`config.mk`:
```
export PLATFORM = sky130hd
export DESIGN_NAME = psum_writeback
export DESIGN_NICKNAME = d
export VERILOG_FILES = /design/src/rtl/psum_writeback.sv
export SDC_FILE = /design/constraint.sdc
export NUM_CORES = 1
export LEC_CHECK = 0
export BUFFER_PORTS_ARGS = -buffer_cell sky130_fd_sc_hd__buf_2
export CORE_UTILIZATION = 40
export DETAILED_ROUTE_END_ITERATION = 8
export MAX_ROUTING_LAYER = met4
export PLACE_DENSITY = 0.63
export RECOVER_POWER = 50
export SYNTH_ARGS = -nofsm -noshare
export SYNTH_HDL_FRONTEND = slang
export SYNTH_SLANG_ARGS = --single-unit
```
`constraint.sdc`:
```
create_clock -name clk -period 4.6 [get_ports clk]
set_input_delay 1.15 -clock clk [delete_from_list [all_inputs] [get_ports clk]]
set_output_delay 1.15 -clock clk [all_outputs]
set_load 0.03 [all_outputs]
```
`src/rtl/psum_writeback.sv`:
```
// Partial-sum writeback: pops OFIFO rows, optionally accumulates them onto the
// current SRAM contents with per-lane saturation and ReLU, and writes them back.
module psum_writeback #(
  parameter int col     = 8,
  parameter int psum_bw = 16,
  parameter int aw      = 4
) (
  input  logic                     clk,
  input  logic                     reset,
  input  logic                     start,
  input  logic [aw:0]              n_rows,
  input  logic [aw-1:0]            base_addr,
  input  logic                     acc_en,
  input  logic                     relu_en,
  input  logic                     ofifo_valid,
  input  logic [col*psum_bw-1:0]   ofifo_out,
  output logic                     ofifo_rd,
  output logic                     sram_cen,
  output logic                     sram_wen,
  output logic [aw-1:0]            sram_addr,
  output logic [col*psum_bw-1:0]   sram_d,
  input  logic [col*psum_bw-1:0]   sram_q,
  output logic                     busy,
  output logic                     done,
  output logic                     sat_flag
);

  localparam int W = col * psum_bw;
  localparam logic [psum_bw-1:0] MAX_V = {1'b0, {(psum_bw-1){1'b1}}};
  localparam logic [psum_bw-1:0] MIN_V = {1'b1, {(psum_bw-1){1'b0}}};
  localparam logic [aw:0]        ONE   = (aw+1)'(1);

  typedef enum logic [2:0] {IDLE, POP, ACC, WR, FIN} state_t;

  state_t          state_q, state_d;
  logic [aw:0]     n_q, n_d, idx_q, idx_d;
  logic [aw-1:0]   base_q, base_d;
  logic            acc_q, acc_d, relu_q, relu_d, sat_q, sat_d;
  logic [W-1:0]    row_q, row_d, res_q, res_d;

  logic [aw-1:0]   row_addr;
  logic [W-1:0]    acc_res, pass_res;
  logic            acc_sat;
  logic [psum_bw:0]   lane_sum [col];
  logic [psum_bw-1:0] lane_val [col];

  assign row_addr = base_q + idx_q[aw-1:0];

  // One guard bit per lane: the sum overflowed when the guard and sign bits differ.
  always_comb begin
    acc_res  = '0;
    pass_res = '0;
    acc_sat  = 1'b0;
    for (int i = 0; i < col; i++) begin
      lane_sum[i] = {row_q[i*psum_bw+psum_bw-1], row_q[i*psum_bw +: psum_bw]}
                  + {sram_q[i*psum_bw+psum_bw-1], sram_q[i*psum_bw +: psum_bw]};
      if (lane_sum[i][psum_bw] != lane_sum[i][psum_bw-1]) begin
        acc_sat     = 1'b1;
        lane_val[i] = lane_sum[i][psum_bw] ? MIN_V : MAX_V;
      end else begin
        lane_val[i] = lane_sum[i][psum_bw-1:0];
      end
      if (relu_q && lane_val[i][psum_bw-1]) lane_val[i] = '0;
      acc_res[i*psum_bw +: psum_bw]  = lane_val[i];
      pass_res[i*psum_bw +: psum_bw] = (relu_q && ofifo_out[i*psum_bw+psum_bw-1])
                                       ? '0 : ofifo_out[i*psum_bw +: psum_bw];
    end
  end

  always_comb begin
    state_d = state_q;
    n_d     = n_q;
    idx_d   = idx_q;
    base_d  = base_q;
    acc_d   = acc_q;
    relu_d  = relu_q;
    sat_d   = sat_q;
    row_d   = row_q;
    res_d   = res_q;
    case (state_q)
      IDLE: if (start) begin
        n_d     = n_rows;
        base_d  = base_addr;
        acc_d   = acc_en;
        relu_d  = relu_en;
        sat_d   = 1'b0;
        idx_d   = '0;
        state_d = (n_rows == '0) ? FIN : POP;
      end
      POP: if (ofifo_valid) begin
        row_d = ofifo_out;
        if (acc_q) begin
          state_d = ACC;
        end else begin
          res_d   = pass_res;
          state_d = WR;
        end
      end
      ACC: begin
        res_d   = acc_res;
        sat_d   = sat_q | acc_sat;
        state_d = WR;
      end
      WR: begin
        idx_d   = idx_q + ONE;
        state_d = (idx_q + ONE == n_q) ? FIN : POP;
      end
      FIN:     state_d = IDLE;
      default: state_d = IDLE;
    endcase
  end

  always_ff @(posedge clk or negedge reset) begin
    if (!reset) begin
      state_q <= IDLE;
      n_q     <= '0;
      idx_q   <= '0;
      base_q  <= '0;
      acc_q   <= 1'b0;
      relu_q  <= 1'b0;
      sat_q   <= 1'b0;
      row_q   <= '0;
      res_q   <= '0;
    end else begin
      state_q <= state_d;
      n_q     <= n_d;
      idx_q   <= idx_d;
      base_q  <= base_d;
      acc_q   <= acc_d;
      relu_q  <= relu_d;
      sat_q   <= sat_d;
      row_q   <= row_d;
      res_q   <= res_d;
    end
  end

  // Strobes decode straight from the state flops so a reset clears them at once.
  always_comb begin
    ofifo_rd = 1'b0;
    sram_cen = 1'b1;
    sram_wen = 1'b1;
    case (state_q)
      POP: if (ofifo_valid) begin
        ofifo_rd = 1'b1;
        sram_cen = ~acc_q;
      end
      WR: begin
        sram_cen = 1'b0;
        sram_wen = 1'b0;
      end
      default: ;
    endcase
  end

  assign sram_addr = row_addr;
  assign sram_d    = res_q;
  assign busy      = (state_q == POP) || (state_q == ACC) || (state_q == WR);
  assign done      = (state_q == FIN);
  assign sat_flag  = sat_q;

endmodule

```
==> results.cfg, run 1 <==
[power_and_ir_drop]
power_frac_seq = 0.223
p_per_area_nw_per_um2 = 889.2
pwr-share-comb = 0.623
leakage_nw = 10.36
clkPwrFrac = 0.153
internal-power_mw = 10.57
switchingPower_mw = 9.362
peakVddDrop_mv = 0.4163
swShare = 0.4698

[routing]
routed_wirelength_um = 55440
drc_errors = 0
ant_nets = 0
vias_per_cell = 5.490
wl_per_cell_um = 18.38
vias = 16560
drt_first_pass_iters = 5
drt_iter0_markers = 897

[clock_tree]
cts_buffer_depth = 3
cts_hold_buf = 0
worstSkewPairLatency_ns = 0.55
root_buffer = clkbuf_16
clk_pin_slew_worst_paths_ns = 0.06
cts_setup_buffers = 0
htree_levels = 2
cts_sinks = 276
cts_tree = done
cts_buffers = 36

[timing]
timing.fmax_ghz = 0.2332
finalSetupViolCount = 0
timing.setup.tns_ns = 0
grt_setup_unrepaired = no
tightest_slew_ns = 3.022
drv_slew = 108
layout_min_cycle_time_ns = 4.289
fin_crit_sh = 0.9324
final_hold_viol_count = 0
skew_ns = 0.01317
relSlewSlack = -1.014

[grt]
grt_pass1_vias = 16880
grt_pass1_wl_um = 88730
antenna_found_initial = 19
grt_max_degree = 136
globalRouteOverflowTotal = 0
grt_usage = 0.2471

[synth]
ys.flop_type = dfrtp_1
async_reset_ff_frac = 1.000
synth-edff-count = 0
yosysTopAreaCellShare = 0.3842
synth_cell_type_count = 72
ys_ff_latch = 276
yosys_warnings = 0
synth-seq-area-share = 0.3842
yosys-top-cells-area = dfrtp_1 38%, ha_1 10%, mux2_2 8.3%
syn_inst = 1938
synth.cell_area_um2 = 17980
syn-num-nets = 2364
yosysTopAreaCell = dfrtp_1
postSynthAreaPerCell_um2 = 9.277

[setup_path]
startpoint = sram_q[65]
cpPeakStageDelay_ns = 0.40
worst-path-buf-inv = 2
critical_path_required_ns = 5.06
rrSetupSlack_ns = 0.64
critPathMaxFanout = 9
path_delay_family = compound AO/OA/AOI/OAI gates
reg2reg_from = row_q[66]$_DFFE_PN0P_
cpMaxStageDelayCell = a2111o_1
crit_type = primary input to register
r2r_cells = 17
crit_end = sram_d[77]$_DFFE_PN0P_
critPathLaunchType = primary input
critPathCaptureType = register
rr_endpoint = sram_d[77]$_DFFE_PN0P_
critical_path_depth = 18
critical_path.cell_chain = buf_2 > ha_1 > a211oi_1 > o21bai_1 > a2111oi_4 > nor3_2 > nor3_2 > nor3_1 > mux2_2 > a2111o_1 > ha_1 > o21ai_0 > nand2_1 > a21o_1 > o21ai_1 > buf_4 > o41ai_1 > o21ai_0
arrival_ns = 4.75

[final_layout]
nets = 2808
post-route-util = 0.5058
area_growth_pct = 24.67
fin_area_um2 = 22410
final_common_cell = buf_2
final_cell_mix = 357 x buf_2, 276 x dfrtp_1, 213 x a21oi_1
drive_gt1_frac = 0.2703

[die]
start_util = 0.4057
num_rows = 77
die_x_um = 214.0
ios = 409
dieArea_um2 = 45800
core_area_um2 = 44320
die_h_um = 214.0

[min_path]
holdCritPathClass = register to register

[placement]
dpl.hpwl_um = 40220
numPortBuffers = 408
gp_congestion = 0.9053
dpl_cell_area_um2 = 21190

[flow_run]
cap_violations = 1

[status]
violations = max-capacitance violations, max-slew violations
status = complete, but fails checks
==> sequential cells by signal, indices dropped and copies added, names as in the netlist <==
register  count
row_q       128
sram_d      128
idx_q         5
n_q           5
base_q        4
state_q       3
acc_q         1
relu_q        1
sat_flag      1
==> cell usage after synthesis (12+ instances only) <==
cell type    n
xor2_1      24
and3_1      15
nor2_1     164
o21ai_0    156
clkbuf_1    80
xnor2_1     70
a21o_1      37
nor3_1      39
o21bai_1    13
dfrtp_1    276
inv_1       64
nor2b_1     18
nand2_1    129
o22ai_1     16
nand3_1     76
mux2_2     132
o21a_1      31
ha_1       146
a31oi_1     14
a21oi_1    213
a211oi_1    14
nand2b_1    23
o41ai_1     12
==> area by class of cell <==
type,instances,area (um^2)
repair buffers,489,2651
diodes,19,47.55
clock buffers,45,1006
well taps,592,740.7
clock inverters,16,260.3
fillers,4224,21900
flip-flops and latches,276,6907
multi-input cells,1515,10560
inverters,64,240.2
==> how the worst min path moves through the flow <==
stage | start | endpoint | cells past startpoint
finish | sram_d[103]$_DFFE_PN0P_ | sram_d[103]$_DFFE_PN0P_ | 2
global route | sram_d[31]$_DFFE_PN0P_ | sram_d[31]$_DFFE_PN0P_ | 2
detailed placement | sram_d[79]$_DFFE_PN0P_ | sram_d[79]$_DFFE_PN0P_ | 2
CTS | sram_d[84]$_DFFE_PN0P_ | sram_d[84]$_DFFE_PN0P_ | 2
floorplan | idx_q[4]$_DFFE_PN0P_ | idx_q[4]$_DFFE_PN0P_ | 2
global placement | sram_d[101]$_DFFE_PN0P_ | sram_d[101]$_DFFE_PN0P_ | 2
==> cells by family after synthesis <==
logic type,synth area share
mux,0.08379
compound gates,0.2061
simple gates,0.1368
fa+ha+maj,0.1116
xor+xnor,0.04670
buf+inv,0.03090
flops,0.3842
==> power groups by stage <==
stage	Combinational (mW)	Sequential [mW]	Clock [mW]
after floorplan	7.74	5.38	0
after global placement	12.2	4.44	0
after detailed placement	12.5	4.47	0
after CTS	12.5	4.45	3.14
after global routing	13.7	4.59	3.21
final	12.4	4.45	3.06
==> layer usage <==
| metal | up-vias | track usage | share of wire |
|---|---|---|---|
| li1 | 7967 | - | - |
| met1 | 8059 | 0.2971 | 0.43 |
| met2 | 446 | 0.4048 | 0.48 |
| met3 | 86 | 0.05700 | 0.064 |
| met4 | 0 | 0.08705 | 0.026 |
| met5 | - | - | 0 |
==> per-stage QoR <==
step                instances  worst slack (ns)  hold slack [ns]  power [mW]
detailed placement       2936           -0.2286           0.4640       16.94
finish                   3016            0.3112           0.4740       19.93
global placement         2936           -0.1588           0.4543       16.68
global route             3016           0.03388           0.5029       21.55
CTS                      2997            0.3440           0.4786       20.11
floorplan                1938           0.02588           0.4692       13.12
==> worst min-delay path, cell delays in order, from the launching register on <==
cell     delay [ns]
dfrtp_1        0.33
nand2_1        0.05
nand3_1        0.06
==> repair_timing <==
item,in CTS,in global routing
gates resized for setup,0,2
endpoints found under the setup margin,0,15
endpoints found under the hold margin,0,0
Power figures use the tool's default switching activity.
==> run 2: changes to the inputs <==
Settings changed: CORE_MARGIN set to 5, CORE_UTILIZATION 40 to 56, MAX_ROUTING_LAYER met4 to not set, PLACE_DENSITY 0.63 to 0.83.
==> run 2 against run 1 <==
  * The flow still finishes with violations (max-capacitance violations, max-slew violations)
  * Fmax down 1.7%
  * Cell count down 6.6%
  * Sequential power up 1%
  * Die area down 22%
  * Routed wire length up 0.52%
  * Non-clock buffer count unchanged
  * Sequential cell count unchanged
  * Clock-buffer cell count up 8
  * Critical path type unchanged
  * Highest routed layer is now met5
==> results.cfg, run 2 (synthesis results as in run 1) <==
[setup_path]
worst-path-buf-inv = 2
crit_type = primary input to register
critical_path_required_ns = 5.03
path_delay_family = compound AO/OA/AOI/OAI gates
rr_endpoint = sram_d[70]$_DFFE_PN0P_
critPathCaptureType = register
r2r_cells = 17
arrival_ns = 4.79
cpMaxStageDelayCell = a2111oi_4
critPathLaunchType = primary input
critPathMaxFanout = 10
critical_path.cell_chain = buf_2 > ha_1 > a211oi_1 > o21bai_2 > a2111oi_4 > nor3_1 > nor3_2 > nor3_1 > mux2_2 > a2111o_1 > ha_1 > o21ai_0 > nand2_1 > a21o_1 > o21ai_1 > buf_4 > o21ai_0 > a21oi_1
rrSetupSlack_ns = 0.60
cpPeakStageDelay_ns = 0.42
reg2reg_from = row_q[65]$_DFFE_PN0P_

[clock_tree]
root_buffer = clkbuf_16
cts_setup_buffers = 0
worstSkewPairLatency_ns = 0.51
clk_pin_slew_worst_paths_ns = 0.06
post_cts_resize_count = 0
cts_buffers = 34
htree_levels = 2
cts_hold_buf = 0
cts_tree = done
cts_sinks = 276
cts_buffer_depth = 3

[timing]
finalSetupViolCount = 0
skew_ns = 0.01144
hold_ws_ns = 0.4767
final_hold_viol_count = 0
tightest_slew_ns = 3.485
grt_setup_unrepaired = no
fin_crit_sh = 0.9484
relSlewSlack = -1.323
drv_slew = 266
layout_min_cycle_time_ns = 4.363
timing.fmax_ghz = 0.2292

[final_layout]
final_cell_mix = 362 x buf_2, 276 x dfrtp_1, 213 x a21oi_1
nets = 2806
final_common_cell = buf_2
drive_gt1_frac = 0.2687
area_growth_pct = 22.44

[die]
die_x_um = 189.2
ios = 409
num_rows = 65
dieArea_um2 = 35790
die_h_um = 189.2
core_area_um2 = 31640
start_util = 0.5683

[min_path]
min_path_cells = 2
holdCritPathClass = register to register
min_to = sram_d[15]$_DFFE_PN0P_
hold_start = sram_d[15]$_DFFE_PN0P_

[power_and_ir_drop]
p_per_area_nw_per_um2 = 897.4
leakage_nw = 10.30
peakVddDrop_mv = 0.4809
power_mw = 19.75

[routing]
routed_wirelength_um = 55730
vias_per_cell = 6.133
drt_first_pass_iters = 5
drt_iter0_markers = 1001
vias = 17280
drc_errors = 0
ant_nets = 0
wl_per_cell_um = 19.77

[status]
violations = max-capacitance violations, max-slew violations
status = complete, but fails checks

[placement]
gp_congestion = 0.9114
numPortBuffers = 408
dpl.hpwl_um = 40800

[grt]
antenna_found_initial = 24
grt_pass1_vias = 17950
globalRouteOverflowTotal = 0
grt_usage = 0.3040
grt_max_degree = 136
grt_pass1_wl_um = 90230

[flow_run]
cap_violations = 2
## run 2: where the power goes
| group | leakage (nW) | total, mW | switching [mW] | internal, mW |
|---|---|---|---|---|
| Combinational | 6.49 | 12.5 | 7.56 | 4.93 |
| Sequential | 3.24 | 4.50 | 0.805 | 3.69 |
| Clock | 0.569 | 2.76 | 1.03 | 1.73 |
## run 2: worst max-delay path by stage
stage | start | to | slack (ns) | cells after the start
floorplan | sram_q[65] | sram_d[68]$_DFFE_PN0P_ | 0.03 | 17
global placement | sram_q[17] | sram_d[20]$_DFFE_PN0P_ | -0.24 | 16
detailed placement | sram_q[17] | sram_d[19]$_DFFE_PN0P_ | -0.42 | 16
CTS | sram_q[17] | sram_d[19]$_DFFE_PN0P_ | 0.12 | 16
global route | sram_q[65] | sram_d[70]$_DFFE_PN0P_ | 0.04 | 18
finish | sram_q[65] | sram_d[70]$_DFFE_PN0P_ | 0.24 | 18
## run 2: layout make-up
class                           instances  area [um^2]
Antenna cell                           12        30.03
Clock buffer                           53         1046
Clock inverter                          7        113.9
Fill cell                            2373         9624
Inverter                               64        240.2
Multi-Input combinational cell       1515        10560
Sequential cell                       276         6907
Tap cell                              402        503.0
Timing Repair Buffer                  489         2616
## run 2: stage by stage
stage | instance area, um^2 | utilization | setup slack (ns) | instances | TNS [ns]
2_1_floorplan | 17980 | - | 0.02588 | 1938 | 0
3_3_place_gp | 20910 | 0.6608 | -0.2404 | 2746 | -5.229
3_5_place_dp | 20910 | 0.6608 | -0.4192 | 2746 | -10.15
4_1_cts | 22060 | 0.6974 | 0.1176 | 2806 | 0
5_1_grt | 22010 | 0.6956 | 0.03587 | 2816 | 0
6_report | 22010 | 0.6958 | 0.2374 | 2818 | 0
## run 2: worst register-to-register path: stages (launching register included)
cell       delay, ns
dfrtp_1         0.39
ha_1            0.30
a211oi_1        0.27
o21bai_2        0.16
a2111oi_4       0.42
nor3_1          0.14
nor3_2          0.22
nor3_1          0.08
mux2_2          0.30
a2111o_1        0.39
ha_1            0.20
o21ai_0         0.23
nand2_1         0.08
a21o_1          0.17
o21ai_1         0.11
buf_4           0.20
o21ai_0         0.12
a21oi_1         0.14
## run 2: metal layers
metal / up-vias / track usage / wire length [um]
met4: 24 / 0.1438 / 2437
met1: 8357 / 0.3618 / 21510
met3: 197 / 0.07743 / 4681
met5: - / 0 / 146
met2: 764 / 0.5170 / 26950
li1: 7940 / - / -
